==> config.mk <==
export PLATFORM = sky130hd
export DESIGN_NAME = adc_channel_sequencer_flat
export DESIGN_NICKNAME = d
export VERILOG_FILES = /design/src/rtl/adc_channel_sequencer_if.sv /design/src/rtl/adc_channel_sequencer.sv /design/src/flat_wrapper.sv
export SDC_FILE = /design/constraint.sdc
export NUM_CORES = 1
export LEC_CHECK = 0
export BUFFER_PORTS_ARGS = -buffer_cell sky130_fd_sc_hd__clkbuf_2
export CORE_MARGIN = 5
export CORE_UTILIZATION = 55
export DETAILED_ROUTE_END_ITERATION = 8
export PLACE_DENSITY = 0.8
export SLEW_MARGIN = 0
export SYNTH_ARGS = -nofsm -noshare
export SYNTH_HDL_FRONTEND = slang
export SYNTH_SLANG_ARGS = --single-unit
export TNS_END_PERCENT = 100
==> constraint.sdc <==
create_clock -name Clk -period 2.7 [get_ports Clk]
set_clock_uncertainty 0.05 [all_clocks]
set_input_delay 0.54 -clock Clk [delete_from_list [all_inputs] [get_ports Clk]]
set_output_delay 0.54 -clock Clk [all_outputs]
set_load 0.02 [all_outputs]
==> src/rtl/adc_channel_sequencer_if.sv <==
// adc_channel_sequencer_if: ADC driver handshake and readout FIFO write port.
// master = sequencer side, slave = ADC driver / FIFO side.
interface adc_channel_sequencer_if;
    logic        AdcStart;
    logic [11:0] AdcData;
    logic        AdcOtr;
    logic        AdcData_en;
    logic [15:0] FifoData;
    logic        FifoWrEn;
    logic        FifoFull;

    modport master (
        output AdcStart,
        output FifoData,
        output FifoWrEn,
        input  AdcData,
        input  AdcOtr,
        input  AdcData_en,
        input  FifoFull
    );

    modport slave (
        input  AdcStart,
        input  FifoData,
        input  FifoWrEn,
        output AdcData,
        output AdcOtr,
        output AdcData_en,
        output FifoFull
    );
endinterface

==> src/rtl/adc_channel_sequencer.sv <==
// adc_channel_sequencer: scans enabled mux channels, settles, runs the ADC
// for SamplesPerCh samples per channel and writes channel-tagged words.
// Ports: Clk, reset_n (async, active-low); Start/Abort run control;
// ChannelMask/SettleCycles/SamplesPerCh config; MuxSel mux select;
// Busy/Done/DropCount status; bus (master) = AdcStart, AdcData, AdcOtr,
// AdcData_en in/out of the ADC driver and FifoData/FifoWrEn/FifoFull.
module adc_channel_sequencer #(
    parameter int NUM_CH = 4,
    parameter int CH_W   = 2
) (
    input  logic                   Clk,
    input  logic                   reset_n,
    input  logic                   Start,
    input  logic                   Abort,
    input  logic [NUM_CH-1:0]      ChannelMask,
    input  logic [7:0]             SettleCycles,
    input  logic [7:0]             SamplesPerCh,
    output logic [CH_W-1:0]        MuxSel,
    output logic                   Busy,
    output logic                   Done,
    output logic [7:0]             DropCount,
    adc_channel_sequencer_if.master bus
);

    typedef enum logic [2:0] {
        IDLE, SELECT, SETTLE, ACQUIRE, NEXT, FINISH
    } state_t;

    state_t            state_q, state_d;
    logic [NUM_CH-1:0] pend_q, pend_d;
    logic [7:0]        settle_q, settle_d;
    logic [7:0]        spc_q, spc_d;
    logic [7:0]        settle_cnt_q, settle_cnt_d;
    logic [7:0]        sample_cnt_q, sample_cnt_d;
    logic [7:0]        sample_inc;
    logic              adc_start_q, adc_start_d;
    logic [CH_W-1:0]   mux_q, mux_d;
    logic [15:0]       data_q, data_d;
    logic              wr_q, wr_d;
    logic              busy_q, busy_d;
    logic              done_q, done_d;
    logic [7:0]        drop_q, drop_d;
    logic [2:0]        ch3;

    // Index of the lowest set bit; pend only ever holds unscanned channels.
    function automatic logic [CH_W-1:0] lowest(
        input logic [NUM_CH-1:0] m
    );
        lowest = '0;
        for (int i = NUM_CH - 1; i >= 0; i--) begin
            if (m[i]) lowest = CH_W'(i);
        end
    endfunction

    assign sample_inc = sample_cnt_q + 8'd1;
    assign ch3        = 3'(mux_q);

    always_comb begin
        state_d      = state_q;
        pend_d       = pend_q;
        settle_d     = settle_q;
        spc_d        = spc_q;
        settle_cnt_d = settle_cnt_q;
        sample_cnt_d = sample_cnt_q;
        adc_start_d  = adc_start_q;
        mux_d        = mux_q;
        data_d       = data_q;
        wr_d         = 1'b0;
        busy_d       = busy_q;
        done_d       = 1'b0;
        drop_d       = drop_q;

        if (Abort) begin
            // Abort beats everything, including a Start in IDLE and a
            // sample being registered this cycle.
            state_d     = IDLE;
            adc_start_d = 1'b0;
            busy_d      = 1'b0;
        end else begin
            unique case (state_q)
                IDLE: begin
                    if (Start) begin
                        pend_d   = ChannelMask;
                        settle_d = SettleCycles;
                        spc_d    = SamplesPerCh;
                        busy_d   = 1'b1;
                        drop_d   = 8'd0;
                        if (ChannelMask == '0 || SamplesPerCh == 8'd0)
                            state_d = FINISH;
                        else
                            state_d = SELECT;
                    end
                end
                SELECT: begin
                    mux_d        = lowest(pend_q);
                    // clear the lowest set bit: channel now scanned
                    pend_d       = pend_q & (pend_q - 1'b1);
                    settle_cnt_d = 8'd0;
                    sample_cnt_d = 8'd0;
                    state_d      = SETTLE;
                end
                SETTLE: begin
                    if (settle_cnt_q == settle_q) begin
                        adc_start_d = 1'b1;
                        state_d     = ACQUIRE;
                    end else begin
                        settle_cnt_d = settle_cnt_q + 8'd1;
                    end
                end
                ACQUIRE: begin
                    if (bus.AdcData_en) begin
                        sample_cnt_d = sample_inc;
                        if (!bus.FifoFull) begin
                            wr_d   = 1'b1;
                            // ch[15:13], otr[12], sample[11:0]
                            data_d = {ch3, bus.AdcOtr, bus.AdcData};
                        end else if (drop_q != 8'hFF) begin
                            drop_d = drop_q + 8'd1;
                        end
                        if (sample_inc == spc_q) begin
                            adc_start_d = 1'b0;
                            state_d     = NEXT;
                        end
                    end
                end
                NEXT: begin
                    state_d = (pend_q != '0) ? SELECT : FINISH;
                end
                FINISH: begin
                    done_d  = 1'b1;
                    busy_d  = 1'b0;
                    state_d = IDLE;
                end
                default: state_d = IDLE;
            endcase
        end
    end

    always_ff @(posedge Clk or negedge reset_n) begin
        if (!reset_n) begin
            state_q      <= IDLE;
            pend_q       <= '0;
            settle_q     <= 8'd0;
            spc_q        <= 8'd0;
            settle_cnt_q <= 8'd0;
            sample_cnt_q <= 8'd0;
            adc_start_q  <= 1'b0;
            mux_q        <= '0;
            data_q       <= 16'd0;
            wr_q         <= 1'b0;
            busy_q       <= 1'b0;
            done_q       <= 1'b0;
            drop_q       <= 8'd0;
        end else begin
            state_q      <= state_d;
            pend_q       <= pend_d;
            settle_q     <= settle_d;
            spc_q        <= spc_d;
            settle_cnt_q <= settle_cnt_d;
            sample_cnt_q <= sample_cnt_d;
            adc_start_q  <= adc_start_d;
            mux_q        <= mux_d;
            data_q       <= data_d;
            wr_q         <= wr_d;
            busy_q       <= busy_d;
            done_q       <= done_d;
            drop_q       <= drop_d;
        end
    end

    assign bus.AdcStart = adc_start_q;
    assign bus.FifoData = data_q;
    assign bus.FifoWrEn = wr_q;
    assign MuxSel       = mux_q;
    assign Busy         = busy_q;
    assign Done         = done_q;
    assign DropCount    = drop_q;

endmodule

==> src/flat_wrapper.sv <==
// flat-port wrapper written by rule: the top's interface ports become plain ports
module adc_channel_sequencer_flat 
#(
    parameter int NUM_CH = 4,
    parameter int CH_W   = 2
)
  (Clk, reset_n, Start, Abort, ChannelMask, SettleCycles, SamplesPerCh, MuxSel, Busy, Done, DropCount, bus_AdcStart, bus_FifoData, bus_FifoWrEn, bus_AdcData, bus_AdcOtr, bus_AdcData_en, bus_FifoFull);
  adc_channel_sequencer_if bus_i ();
  input  logic Clk;
  input  logic reset_n;
  input  logic Start;
  input  logic Abort;
  input  logic [NUM_CH-1:0] ChannelMask;
  input  logic [7:0] SettleCycles;
  input  logic [7:0] SamplesPerCh;
  output logic [CH_W-1:0] MuxSel;
  output logic Busy;
  output logic Done;
  output logic [7:0] DropCount;
  output wire logic [$bits(bus_i.AdcStart)-1:0] bus_AdcStart;
  output wire logic [$bits(bus_i.FifoData)-1:0] bus_FifoData;
  output wire logic [$bits(bus_i.FifoWrEn)-1:0] bus_FifoWrEn;
  input wire logic [$bits(bus_i.AdcData)-1:0] bus_AdcData;
  input wire logic [$bits(bus_i.AdcOtr)-1:0] bus_AdcOtr;
  input wire logic [$bits(bus_i.AdcData_en)-1:0] bus_AdcData_en;
  input wire logic [$bits(bus_i.FifoFull)-1:0] bus_FifoFull;
  assign bus_AdcStart = bus_i.AdcStart;
  assign bus_FifoData = bus_i.FifoData;
  assign bus_FifoWrEn = bus_i.FifoWrEn;
  assign bus_i.AdcData = bus_AdcData;
  assign bus_i.AdcOtr = bus_AdcOtr;
  assign bus_i.AdcData_en = bus_AdcData_en;
  assign bus_i.FifoFull = bus_FifoFull;
  adc_channel_sequencer #(.NUM_CH(NUM_CH), .CH_W(CH_W)) u_core (.Clk(Clk), .reset_n(reset_n), .Start(Start), .Abort(Abort), .ChannelMask(ChannelMask), .SettleCycles(SettleCycles), .SamplesPerCh(SamplesPerCh), .MuxSel(MuxSel), .Busy(Busy), .Done(Done), .DropCount(DropCount), .bus(bus_i));
endmodule
==> impl_metrics.env <==
export IMPL_result_of_the_run="finished, final reports clean"
export IMPL_timing_critical_path_slowest_stage_cell="sky130_fd_sc_hd__dfrtp_1"
export IMPL_synth_seq_cells=68
export IMPL_first_pass_iters=4
export IMPL_antenna_violating_nets_post_route=0
export IMPL_cap_viol_max_count=0
export IMPL_clock_fmax_ghz=0.4430
export IMPL_cts_buffers_inserted=9
export IMPL_critPathTopFamily="simple AND/OR/NAND/NOR gates"
export IMPL_power_internal_mw=1.744
export IMPL_timing_hold_worst_class="input port to async pin"
export IMPL_critical_path_cell_chain="and3b_1 > o21ai_0 > a211o_1 > or4_1 > a21oi_1"
export IMPL_hold_vio_cnt_final=0
export IMPL_detailedRoute_firstIterationViolations=194
export IMPL_relative_contribution_of_sequential_cells_to_total_power_pct=50.2
export IMPL_timing_reg2reg_worst_path_depth=5
export IMPL_worstSetupEndpoint="u_core.DropCount[6]$_DFFE_PN0P_"
export IMPL_power_switching_fraction_pct=32.62
export IMPL_cpPeakStageDelay_ps=540
export IMPL_postSynth_asyncResetShare_pct=100.0
export IMPL_grt_first_pass_wirelength_um=12930
export IMPL_post_cts_gate_resize_count=0
export IMPL_total_power_mw=2.588
export IMPL_vias=2883
export IMPL_dp_final_hpwl_um=5771
export IMPL_vdd_drop_max_v=0.0004544
export IMPL_nets=466
export IMPL_area_growth_pct=16.68
export IMPL_chip_width_um=88.69
export IMPL_row_count=28
export IMPL_finalCritPeriodShare_pct=83.61
export IMPL_gp_congestion=0.8501
export IMPL_synth_enable_flop_cells=0
export IMPL_grt_max_degree=69
export IMPL_timing_final_setup_violations=0
export IMPL_netlist_area_um2=3406
export IMPL_synth_lib_cells_used_distinct=49
export IMPL_critical_path_cell_count=5
export IMPL_clk_pin_slew_worst_paths_ps=80
export IMPL_start_kind="flop"
export IMPL_vert_die_dim_um=88.69
export IMPL_max_slew_margin_pct=40.54
export IMPL_reg2reg_slack_ps=440
export IMPL_p_leak_nw=1.959
export IMPL_drt_wirelength_per_cell_um=15.58
export IMPL_drt_total_wl_um=7851
export IMPL_core_region_area_um2=5956
export IMPL_timing_rr_start="u_core.state_q[1]$_DFFE_PN0P_"
export IMPL_first_global_vias=2778
export IMPL_design_portCount=69
export IMPL_power_per_cell_area_nw_per_um2=651.2
export IMPL_cts_setup_buffers=0
export IMPL_synth_yosys_seq_area_share_pct=49.96
export IMPL_syn_inst=358
export IMPL_worst_endpoint_required_ps=2920
export IMPL_cts_hold_buffers_added=0
export IMPL_power_share_clock_pct=29.1
export IMPL_combPwrFrac_pct=20.7
export IMPL_vias_per_cell=5.720
export IMPL_start_util_pct=57.18
export IMPL_grt_ovfl_total=0
export IMPL_crit_reg2reg_capture="u_core.DropCount[6]$_DFFE_PN0P_"
export IMPL_ys_warn_count=0
export IMPL_clock_tree_htree_level_count=3
export IMPL_p_sw_uw=844.0
export IMPL_final_setup_tns_ps=0
export IMPL_drc_errors=0
export IMPL_timing_worst_slew_pin_value_ps=891.0
export IMPL_cp_end_kind="flop"
export IMPL_final_seq_area_um2=1702
export IMPL_layout_drive_gt1_share_pct=25.17
export IMPL_ys_dominant_reg_cell="sky130_fd_sc_hd__dfrtp_1"
export IMPL_critPathLaunch="u_core.state_q[1]$_DFFE_PN0P_"
export IMPL_clock_path_buffers=2
export IMPL_n_antenna_cell=0
export IMPL_grt_util_overall_pct=21.19
export IMPL_worstPathArrival_ps=2480
export IMPL_initial_antenna_violation_count=0
export IMPL_synth_nets=400
export IMPL_cts_sink_count=68
export IMPL_syn_mean_instance_area_um2=9.513
export IMPL_layout_min_cycle_time_ps=2258
export IMPL_timing_critical_path_buf_inv=0
export IMPL_max_slew_vio_count=0
export IMPL_cts_root_buf="sky130_fd_sc_hd__clkbuf_8"
export IMPL_portBuffers=67
export IMPL_worstSkewPairLatency_ps=350
export IMPL_multi_input_area_um2=1597
export IMPL_clock_tree_from_tritoncts="done"
export IMPL_setup_worst_path_class="flop to flop"
export IMPL_rsz0062_at_grt="no"
export IMPL_critPathMaxFanout=12
export IMPL_n_fill_cell=491
export IMPL_finish_utilization_pct=66.72
export IMPL_die_area_um2=7866
state kept, by name, summed over array words and instances (netlist names):
| signal | count |
|---|---|
| u_core.bus.FifoData | 15 |
| u_core.DropCount | 8 |
| u_core.sample_cnt_q | 8 |
| u_core.settle_cnt_q | 8 |
| u_core.settle_q | 8 |
| u_core.spc_q | 8 |
| u_core.pend_q | 4 |
| u_core.state_q | 3 |
| u_core.MuxSel | 2 |
| u_core.Busy | 1 |
| u_core.Done | 1 |
| u_core.bus.AdcStart | 1 |
| u_core.bus.FifoWrEn | 1 |
worst min-delay path by stage:
stage	endpoint	slack (ps)	cells past startpoint
after floorplan	u_core.Busy$_DFFE_PN0P_	190	0
after global placement	u_core.settle_q[2]$_DFFE_PN0P_	430	2
after detailed placement	u_core.settle_q[7]$_DFFE_PN0P_	440	2
after CTS	u_core.sample_cnt_q[1]$_DFFE_PN0P_	160	2
after global routing	u_core.sample_cnt_q[2]$_DFFE_PN0P_	180	2
final	u_core.sample_cnt_q[2]$_DFFE_PN0P_	150	2
layout by cell type, fill, tap and decap left out, types with 5 or more instances in the layout:
| master | instances |
|---|---|
| sky130_fd_sc_hd__o21ai_0 | 25 |
| sky130_fd_sc_hd__and3_1 | 5 |
| sky130_fd_sc_hd__or4_1 | 5 |
| sky130_fd_sc_hd__clkbuf_8 | 10 |
| sky130_fd_sc_hd__nand3_1 | 14 |
| sky130_fd_sc_hd__clkbuf_2 | 66 |
| sky130_fd_sc_hd__xnor2_1 | 13 |
| sky130_fd_sc_hd__nand4_1 | 5 |
| sky130_fd_sc_hd__nand2b_1 | 5 |
| sky130_fd_sc_hd__mux2_2 | 15 |
| sky130_fd_sc_hd__or3_1 | 7 |
| sky130_fd_sc_hd__dfrtp_1 | 68 |
| sky130_fd_sc_hd__nand2_1 | 78 |
| sky130_fd_sc_hd__inv_1 | 5 |
| sky130_fd_sc_hd__o211ai_1 | 5 |
| sky130_fd_sc_hd__a21oi_1 | 14 |
| sky130_fd_sc_hd__nor2_1 | 21 |
power by group through the flow:
| stage | combinational, mW | clock [mW] | sequential, mW |
|---|---|---|---|
| 3_3_place_gp | 0.519 | 0 | 1.31 |
| 2_1_floorplan | 0.325 | 0 | 1.33 |
| 3_5_place_dp | 0.540 | 0 | 1.31 |
| 6_report | 0.537 | 0.752 | 1.30 |
| 4_1_cts | 0.543 | 0.762 | 1.30 |
| 5_1_grt | 0.603 | 0.813 | 1.32 |
per-layer routing:
metal  wire (um)  GRT usage (%)  share of wire, %  vias to the layer above
li1            -              -                 -                     1392
met1        3349          26.74                43                     1405
met2        3932          35.49                50                       69
met3         390          3.724               5.0                       17
met4         178          9.615               2.3                        0
met5           0              0                 0                        -
kinds of logic (layout without fill, tap and decap cells):
| family | after synthesis | count (layout) | synth area share [%] |
|---|---|---|---|
| muxes | 18 | 18 | 5.841 |
| buffers and inverters | 22 | 93 | 3.159 |
| xor gates and xnor gates | 16 | 16 | 4.115 |
| other | 1 | 1 | 0.1101 |
| and+or+nand+nor | 160 | 160 | 22.56 |
| adders and majority gates | 3 | 3 | 1.102 |
| DFF | 68 | 68 | 49.96 |
| AOI/OAI and AO/OA | 70 | 70 | 13.15 |
synth_stat cells (all sizes together), types with 2 or more instances:
| library cell | count | area share [%] |
|---|---|---|
| o31ai | 4 | 0.88 |
| xnor2 | 13 | 3.3 |
| nand3b | 2 | 0.44 |
| clkbuf | 9 | 0.99 |
| o211ai | 5 | 1.1 |
| and3 | 5 | 0.92 |
| inv | 5 | 0.55 |
| o21a | 2 | 0.44 |
| mux2i | 3 | 0.88 |
| nand2 | 78 | 8.6 |
| nor3 | 4 | 0.73 |
| nor4b | 2 | 0.70 |
| a31o | 2 | 0.51 |
| o21ai | 25 | 3.7 |
| nor2 | 21 | 2.3 |
| buf | 8 | 1.6 |
| xor2 | 3 | 0.77 |
| a21o | 2 | 0.44 |
| a22o | 4 | 1.0 |
| o41ai | 2 | 0.51 |
| nand2b | 5 | 0.92 |
| nand4 | 5 | 0.92 |
| or3 | 7 | 1.3 |
| dfrtp | 68 | 50 |
| mux2 | 15 | 5.0 |
| or4 | 5 | 1.1 |
| a21oi | 14 | 2.1 |
| and2 | 2 | 0.37 |
| ha | 3 | 1.1 |
| a211oi | 4 | 0.88 |
| nor2b | 2 | 0.37 |
| nor4 | 4 | 0.73 |
| nand3 | 15 | 2.4 |
final cells by class:
cell class | count | area share (%)
clock inverter | 6 | 1.008
clock buffer | 10 | 3.463
tap | 75 | 2.361
multi-input combinational | 268 | 40.18
sequential | 68 | 42.82
timing repair buffer | 72 | 9.698
inverter | 5 | 0.4723
metrics by stage:
step                hold slack, ps  instances  worst slack, ps  area (um^2)
CTS                          162.3        504            470.1         3974
finish                       153.5        504            442.4         3974
detailed placement           437.5        488            494.1         3796
global placement             433.9        488            607.4         3796
global route                 181.8        504            263.3         3974
floorplan                    194.4        358            677.5         3406
Power figures use the tool's default switching activity.
